===== src/rtl/lif_param_serializer.sv =====
// lif_param_serializer
//   Serialises one 48-bit LIF neuron parameter frame to the parameter loader.
//   A frame is one PREAMBLE cycle, then 48 data cycles (MSB first), both with
//   load_enable_out high. It ends with GAP_CYCLES cycles with load_enable_out
//   low, which return the loader to IDLE. After the gap the block re-enters
//   IDLE and pulses done. Every output is registered and changes on the same
//   edge as the state it belongs to.
//
// Parameters
//   GAP_CYCLES      enable-qualified low cycles after a frame (1..15)
// Ports
//   clk             system clock, rising edge
//   reset           synchronous, active-high; overrides enable and start
//   enable          clock-enable for state, counters and outputs
//   start           request one frame (ignored while busy)
//   weight_a        [2:0] weight A
//   leak_rate_1/2   [7:0] leak rates
//   threshold       [7:0] firing threshold
//   leak_cycles_1/2 [3:0] leak periods
//   serial_data_out serial data, MSB first
//   load_enable_out frame-valid strobe to the loader
//   busy            high whenever the state is not IDLE
//   done            one-clk pulse when the frame completes
module lif_param_serializer #(
    parameter int unsigned GAP_CYCLES = 2
) (
    input  logic       clk,
    input  logic       reset,
    input  logic       enable,
    input  logic       start,
    input  logic [2:0] weight_a,
    input  logic [7:0] leak_rate_1,
    input  logic [7:0] leak_rate_2,
    input  logic [7:0] threshold,
    input  logic [3:0] leak_cycles_1,
    input  logic [3:0] leak_cycles_2,
    output logic       serial_data_out,
    output logic       load_enable_out,
    output logic       busy,
    output logic       done
);

    typedef enum logic [1:0] {
        IDLE     = 2'd0,
        PREAMBLE = 2'd1,
        SHIFT    = 2'd2,
        GAP      = 2'd3
    } state_t;

    localparam logic [5:0] LAST_BIT = 6'd47;
    localparam logic [3:0] LAST_GAP = 4'(GAP_CYCLES - 1);

    state_t      state;
    logic [5:0]  bit_count;
    logic [3:0]  gap_count;
    logic [47:0] shift_reg;
    logic [47:0] frame;

    always_comb begin
        frame = {5'b0, weight_a, leak_rate_1, leak_rate_2, threshold,
                 4'b0, leak_cycles_1, 4'b0, leak_cycles_2};
    end

    // The shift register is consumed from its MSB, so the bit presented in
    // SHIFT with counter value n is frame bit 47-n.
    always_ff @(posedge clk) begin
        if (reset) begin
            state           <= IDLE;
            bit_count       <= '0;
            gap_count       <= '0;
            shift_reg       <= '0;
            serial_data_out <= 1'b0;
            load_enable_out <= 1'b0;
            busy            <= 1'b0;
            done            <= 1'b0;
        end else begin
            done <= 1'b0;
            if (enable) begin
                case (state)
                    IDLE: begin
                        serial_data_out <= 1'b0;
                        if (start) begin
                            shift_reg       <= frame;
                            state           <= PREAMBLE;
                            load_enable_out <= 1'b1;
                            busy            <= 1'b1;
                        end else begin
                            load_enable_out <= 1'b0;
                            busy            <= 1'b0;
                        end
                    end
                    PREAMBLE: begin
                        state           <= SHIFT;
                        bit_count       <= '0;
                        load_enable_out <= 1'b1;
                        serial_data_out <= shift_reg[47];
                        shift_reg       <= {shift_reg[46:0], 1'b0};
                    end
                    SHIFT: begin
                        if (bit_count == LAST_BIT) begin
                            state           <= GAP;
                            gap_count       <= '0;
                            load_enable_out <= 1'b0;
                            serial_data_out <= 1'b0;
                        end else begin
                            bit_count       <= bit_count + 6'd1;
                            load_enable_out <= 1'b1;
                            serial_data_out <= shift_reg[47];
                            shift_reg       <= {shift_reg[46:0], 1'b0};
                        end
                    end
                    GAP: begin
                        load_enable_out <= 1'b0;
                        serial_data_out <= 1'b0;
                        if (gap_count == LAST_GAP) begin
                            state     <= IDLE;
                            gap_count <= '0;
                            busy      <= 1'b0;
                            done      <= 1'b1;
                        end else begin
                            gap_count <= gap_count + 4'd1;
                        end
                    end
                    default: begin
                        state           <= IDLE;
                        load_enable_out <= 1'b0;
                        serial_data_out <= 1'b0;
                        busy            <= 1'b0;
                    end
                endcase
            end
        end
    end

endmodule


===== config.mk =====
export PLATFORM = sky130hd
export DESIGN_NAME = lif_param_serializer
export DESIGN_NICKNAME = d
export VERILOG_FILES = /design/src/rtl/lif_param_serializer.sv
export SDC_FILE = /design/constraint.sdc
export NUM_CORES = 1
export LEC_CHECK = 0
export ABC_AREA = 1
export CORE_UTILIZATION = 30
export DETAILED_ROUTE_END_ITERATION = 12
export PLACE_DENSITY = 0.56
export REMOVE_ABC_BUFFERS = 1
export SYNTH_ARGS = -nofsm -noshare
export SYNTH_HDL_FRONTEND = slang
export SYNTH_SLANG_ARGS = --single-unit

===== constraint.sdc =====
create_clock -name clk -period 4.5 [get_ports clk]
set_input_delay 0.9 -clock clk [delete_from_list [all_inputs] [get_ports clk]]
set_output_delay 0.9 -clock clk [all_outputs]
set_load 0.02 [all_outputs]

==> results of run 1 <==
-- path summary, 6_finish.rpt --
check | to | slack (ns) | depth (start not counted) | from
worst max-delay path | shift_reg[37]$_SDFFE_PP0P_ | 1.64 | 8 | state[0]$_SDFFE_PP0P_
worst min-delay path | serial_data_out$_SDFFE_PP0P_ | 0.46 | 2 | shift_reg[47]$_SDFFE_PP0P_
worst max register to register | shift_reg[37]$_SDFFE_PP0P_ | 1.64 | 8 | state[0]$_SDFFE_PP0P_
worst min register to register | serial_data_out$_SDFFE_PP0P_ | 0.46 | 2 | shift_reg[47]$_SDFFE_PP0P_
-- worst reg2reg max path, cell delays in order, from the launching register on --
cell	delay (ns)
dfxtp_1	0.39
inv_1	0.10
ha_1	0.28
buf_4	0.42
clkinv_1	0.93
nand2_1	0.31
nand2_1	0.07
o21ai_0	0.18
nor2_1	0.06
-- per-layer routing --
layer | global-route usage | share of wire | wire [µm] | vias up
met5 | 0 | 0 | 0 | -
met4 | 0.0490 | 0.0045 | 31 | 0
met3 | 0.0445 | 0.038 | 260 | 2
met2 | 0.217 | 0.45 | 3130 | 54
met1 | 0.168 | 0.51 | 3490 | 1287
li1 | - | - | - | 1577
-- power groups by stage --
stage | Sequential (mW) | Combinational (mW) | Clock, mW
finish | 0.659 | 0.369 | 0.492
global placement | 0.670 | 0.371 | 0
CTS | 0.659 | 0.376 | 0.513
detailed placement | 0.672 | 0.375 | 0
global route | 0.666 | 0.432 | 0.536
floorplan | 0.667 | 0.254 | 0
-- cell type report --
| cell class | instances | share of cell area |
|---|---|---|
| timing repair buffer | 44 | 0.115 |
| tap | 133 | 0.0439 |
| inverter | 21 | 0.0214 |
| sequential | 64 | 0.338 |
| clock inverter | 5 | 0.0148 |
| multi-input combinational | 383 | 0.430 |
| clock buffer | 11 | 0.0373 |
-- metrics by stage --
stage / util / area, µm² / hold WS [ns]
final: 0.381 / 3790 / 0.464
after global routing: 0.381 / 3790 / 0.490
after CTS: 0.381 / 3790 / 0.462
after detailed placement: 0.361 / 3600 / 0.460
after global placement: 0.361 / 3600 / 0.459
after floorplan: - / 3000 / 0.439
-- layout by cell type (no fill, tap or decap) --
cell,Yosys,final
nand3_1,8,8
clkdlybuf4s50_1,0,42
bufinv_16,0,1
clkbuf_8,0,10
xor2_1,1,1
nor2_1,122,122
a21oi_1,11,11
nor2_4,1,1
nand2_1,186,186
buf_4,5,2
ha_1,8,8
nor3b_1,1,1
inv_4,1,1
o21ai_1,10,10
inv_1,18,18
dfxtp_1,64,64
clkinv_2,0,2
a31oi_1,1,1
clkbuf_1,7,1
clkinv_1,2,2
nand3_4,1,1
nand4_1,3,3
a21oi_2,1,1
clkinv_4,0,1
clkinvlp_4,0,1
nand2_4,1,1
nor4_1,1,1
o21ai_0,27,27
-- logic make-up (layout without fill, tap and decap cells) --
logic type / after synthesis / in the layout / synth area share
xor gates and xnor gates: 1 / 1 / 0.00280
buffers and inverters: 44 / 81 / 0.0677
DFF: 64 / 64 / 0.410
adders and majority gates: 8 / 8 / 0.0320
and+or+nand+nor: 324 / 324 / 0.406
AOI/OAI and AO/OA: 50 / 50 / 0.0817
==> impl_metrics.toml, run 1 <==
[timing]
hold_viol = 0
fmax_mhz = 350
fin_skew_ns = 0.0165
fin_crit_sh = 0.635
setup_violations = 0
slew-limit-headroom = 0.332
maxSlewViolCount = 0
period_needed_ns = 2.86
tns_ns = 0
tightestPinTransition_ns = 0.996
setup_ws_ns = 1.64
rsz0062_at_grt = "false"

[clock_network]
ctsHoldBuffers = 0
cts.sinks = 64
cts_resized = 0
cts_setup_buffers = 0
cts_root_buf = "clkbuf_8"
clk_pin_slew_worst_paths_ns = 0.07
tritoncts = "yes"
insertion_delay_ns = 0.34
clockBufferDepth = 2
h-tree-depth = 3
cts_buffers = 9

[pwr]
total_power_mw = 1.52
p_int_mw = 1.03
p_comb_frac = 0.243
pwr-share-seq = 0.433
swShare = 0.323
clkPwrFrac = 0.324
p_per_area_mw_per_mm2 = 401
power.switching_mw = 0.491
power.leakage_nw = 1.67
vdd.ir_drop.worst_mv = 0.137

[yosys]
yosys_warnings = 0
synth_top_area_frac = 0.410
ys_ff_latch = 64
synthTopCellsByArea = "dfxtp_1 41%, nand2_1 22%, nor2_1 15%"
yosysTopAreaCell = "dfxtp_1"
async_flop_share = 0
netlist_area_mm2 = 0.00313
synth_cell_types = 25
synth_commonest_cells = "186 x nand2_1, 122 x nor2_1, 64 x dfxtp_1"
seq_area_frac_synth = 0.410
syn_avg_cell_area_um2 = 6.37
postSynthCellCount = 491
synth_edf_count = 0
synth_most_common_cell = "nand2_1"
ys.flop_type = "dfxtp_1"

[routing]
vias = 2920
detail-route-antenna-nets = 0
via_per_inst = 4.42
dr.pass1.iters = 5
wl_um = 6910
drc = 0
routedWlPerCell_um = 10.5
drtIter0Drc = 169

[die]
coreArea_mm2 = 0.00995
die_area_mm2 = 0.0108
dieWidth_um = 104
rows = 36
io-pin-count = 43
initial_core_util = 0.314
die_h_um = 104

[worst_setup_path]
cp_num_buf_inv = 3
slowest_stage = "clkinv_1"
cp_data_required_time_ns = 4.73
cp-end-kind = "register"
path_cells = "inv_1, ha_1, buf_4, clkinv_1, nand2_1, nand2_1, o21ai_0, nor2_1"
cp_data_arrival_time_ns = 3.09
cp_common_cell = "nand2_1"
crit_type = "register to register"
path_max_fanout = 48
slowest_delay_ns = 0.93
critical_path.top_delay_family = "buffers and inverters"
cp-start-kind = "register"

[layout]
ff_latch_area_mm2 = 0.00128
layout-drive-gt1-share = 0.0417
final_cell_count_no_fill = 661
multi_input_area_mm2 = 0.00163
layout-area-overhead-vs-synth_pct = 21.4
nets = 570
largest_reg_flops = 48
n_antenna_cell = 0
n_fill_cell = 1068

[global_route]
grt_pass1_wl_um = 12000
antenna_found_initial = 0
grt_overflow = 0
grt_pass1_vias = 2680
track_usage = 0.135
grt_start_max_net_pins = 63

[run]
maxCapViolCount = 0

[place]
placement.io_buffers = 42
dp_hpwl_um = 4430
place_inst = 645
gp_congestion = 0.768
dp_slack_ns = 1.52

[run_status]
outcome = "finished, final reports clean"

[worst_hold_path]
hp-class = "register to register"
No activity file was read; power rests on OpenSTA's default activity.
==> run 2: changes to the inputs <==
--- a/config.mk
+++ b/config.mk
@@ -8,7 +8,7 @@
 export ABC_AREA = 1
 export CORE_UTILIZATION = 30
 export DETAILED_ROUTE_END_ITERATION = 12
-export PLACE_DENSITY = 0.56
+export PLACE_DENSITY = 0.58
 export REMOVE_ABC_BUFFERS = 1
 export SYNTH_ARGS = -nofsm -noshare
 export SYNTH_HDL_FRONTEND = slang
==> constraint.sdc (replaced) <==
create_clock -name clk -period 2.55 [get_ports clk]
set_input_delay 0.51 -clock clk [delete_from_list [all_inputs] [get_ports clk]]
set_output_delay 0.51 -clock clk [all_outputs]
set_load 0.02 [all_outputs]
==> run 2 against run 1 <==
Hold slack improved by 0.017 ns; clock skew is 0.0025 ns lower; clock power up 120%.
==> impl_metrics.toml, run 2 (synthesis gave the netlist of run 1 again) <==
[pwr]
power.leakage_nw = 1.72
power.switching_mw = 0.865
clkPwrFrac = 0.369
p_int_mw = 2.03
swShare = 0.299
p_per_area_mw_per_mm2 = 744
p_comb_frac = 0.230
pwr-share-seq = 0.401
vdd.ir_drop.worst_mv = 0.318

[layout]
largest_reg_flops = 48
layout-drive-gt1-share = 0.0489
n_antenna_cell = 0
nets = 574
n_fill_cell = 1067
ff_latch_area_mm2 = 0.00128
mostFrequentLayoutCell = "nand2_1"
mostFrequentLayoutCells = "186 x nand2_1, 122 x nor2_1, 64 x dfxtp_1"
multi_input_area_mm2 = 0.00163
finalInstanceArea_mm2 = 0.00390
layout-area-overhead-vs-synth_pct = 24.7
final_cell_count_no_fill = 665

[timing]
fin_crit_sh = 0.717
holdWs_ns = 0.481
period_needed_ns = 1.83
hold_viol = 0
setup_violations = 0
rsz0062_at_grt = "false"
tightestPinTransition_ns = 0.490
slew-limit-headroom = 0.673
fin_skew_ns = 0.0140
fmax_mhz = 547
maxSlewViolCount = 0

[clock_network]
clockBufferDepth = 2
clk_pin_slew_worst_paths_ns = 0.07
cts_buffers = 9
insertion_delay_ns = 0.34
ctsHoldBuffers = 0
cts_root_buf = "clkbuf_8"
cts_resized = 0
cts_setup_buffers = 0
h-tree-depth = 3
cts.sinks = 64
tritoncts = "yes"

[die]
die_area_mm2 = 0.0108
initial_core_util = 0.314
dieWidth_um = 104
coreArea_mm2 = 0.00995
die_h_um = 104
io-pin-count = 43
rows = 36

[routing]
drtIter0Drc = 115
wl_um = 6600
detail-route-antenna-nets = 0
via_per_inst = 4.40
vias = 2928
dr.pass1.iters = 4
drc = 0
routedWlPerCell_um = 9.92

[worst_hold_path]
hp-class = "register to register"

[place]
placed_area_mm2 = 0.00365
gp_congestion = 0.767
place_inst = 649
placement.io_buffers = 42
dp_hpwl_um = 4230

[global_route]
grt_pass1_wl_um = 11700
antenna_found_initial = 0
grt_overflow = 0
track_usage = 0.130
grt_pass1_vias = 2613
grt_start_max_net_pins = 55

[worst_setup_path]
crit_type = "primary input to register"
cp-end-kind = "register"
cp-start-kind = "primary input"
reg2reg_slack_ns = 0.76
cp_data_arrival_time_ns = 2.06
path_max_fanout = 30
cp_data_required_time_ns = 2.78

[run]
maxCapViolCount = 0

[run_status]
outcome = "finished, final reports clean"
==> run 2: changes by cell type in the layout (fill, tap and decap cells not counted) <==
| cell | delta |
|---|---|
| clkinv_2 | -1 |
| clkinvlp_4 | -1 |
| bufinv_16 | +2 |
| buf_4 | +2 |
| buf_12 | +2 |
==> run 2: final timing paths <==
path / startpoint / to / depth (start not counted)
max: enable / shift_reg[7]$_SDFFE_PP0P_ / 9
min reg2reg: busy$_SDFFE_PP0P_ / busy$_SDFFE_PP0P_ / 2
min: busy$_SDFFE_PP0P_ / busy$_SDFFE_PP0P_ / 2
max reg2reg: state[0]$_SDFFE_PP0P_ / shift_reg[7]$_SDFFE_PP0P_ / 11
==> run 2: critical path: stages <==
cell,delay [ns]
clkdlybuf4s50_1,0.61
nand2_1,0.10
nor2_1,0.20
nand2_4,0.09
inv_4,0.06
buf_4,0.28
nand2_1,0.10
nand2_1,0.07
nor2_1,0.04
==> run 2: cell type report <==
class	instances	area share
sequential	64	0.329
clock buffer	11	0.0363
timing repair buffer	48	0.126
clock inverter	5	0.0266
tap	133	0.0427
inverter	21	0.0209
multi-input combinational	383	0.419
==> run 2: routing by layer <==
| layer | global-route usage | vias up | routed length [µm] | part of all wire |
|---|---|---|---|---|
| met4 | 0.0367 | 0 | 78 | 0.012 |
| met1 | 0.165 | 1273 | 3420 | 0.52 |
| met2 | 0.209 | 61 | 2800 | 0.42 |
| met5 | 0 | - | 0 | 0 |
| li1 | - | 1586 | - | - |
| met3 | 0.0426 | 8 | 294 | 0.045 |
==> run 2: power by group through the flow <==
stage                     Combinational, mW  Sequential, mW  Clock (mW)
after global placement                0.670            1.18           0
after global routing                  0.774            1.18        1.15
after CTS                             0.680            1.16        1.11
final                                 0.667            1.16        1.07
after floorplan                       0.448            1.18           0
after detailed placement              0.678            1.18           0
==> run 2: through the flow <==
stage	TNS, ns	utilization	power [mW]	setup slack, ns
final	0	0.392	2.90	0.721
after global routing	0	0.392	3.10	0.576
after CTS	0	0.392	2.95	0.744
after detailed placement	0	0.367	1.86	0.388
after global placement	0	0.367	1.85	0.408
after floorplan	-8.41	-	1.63	-0.245
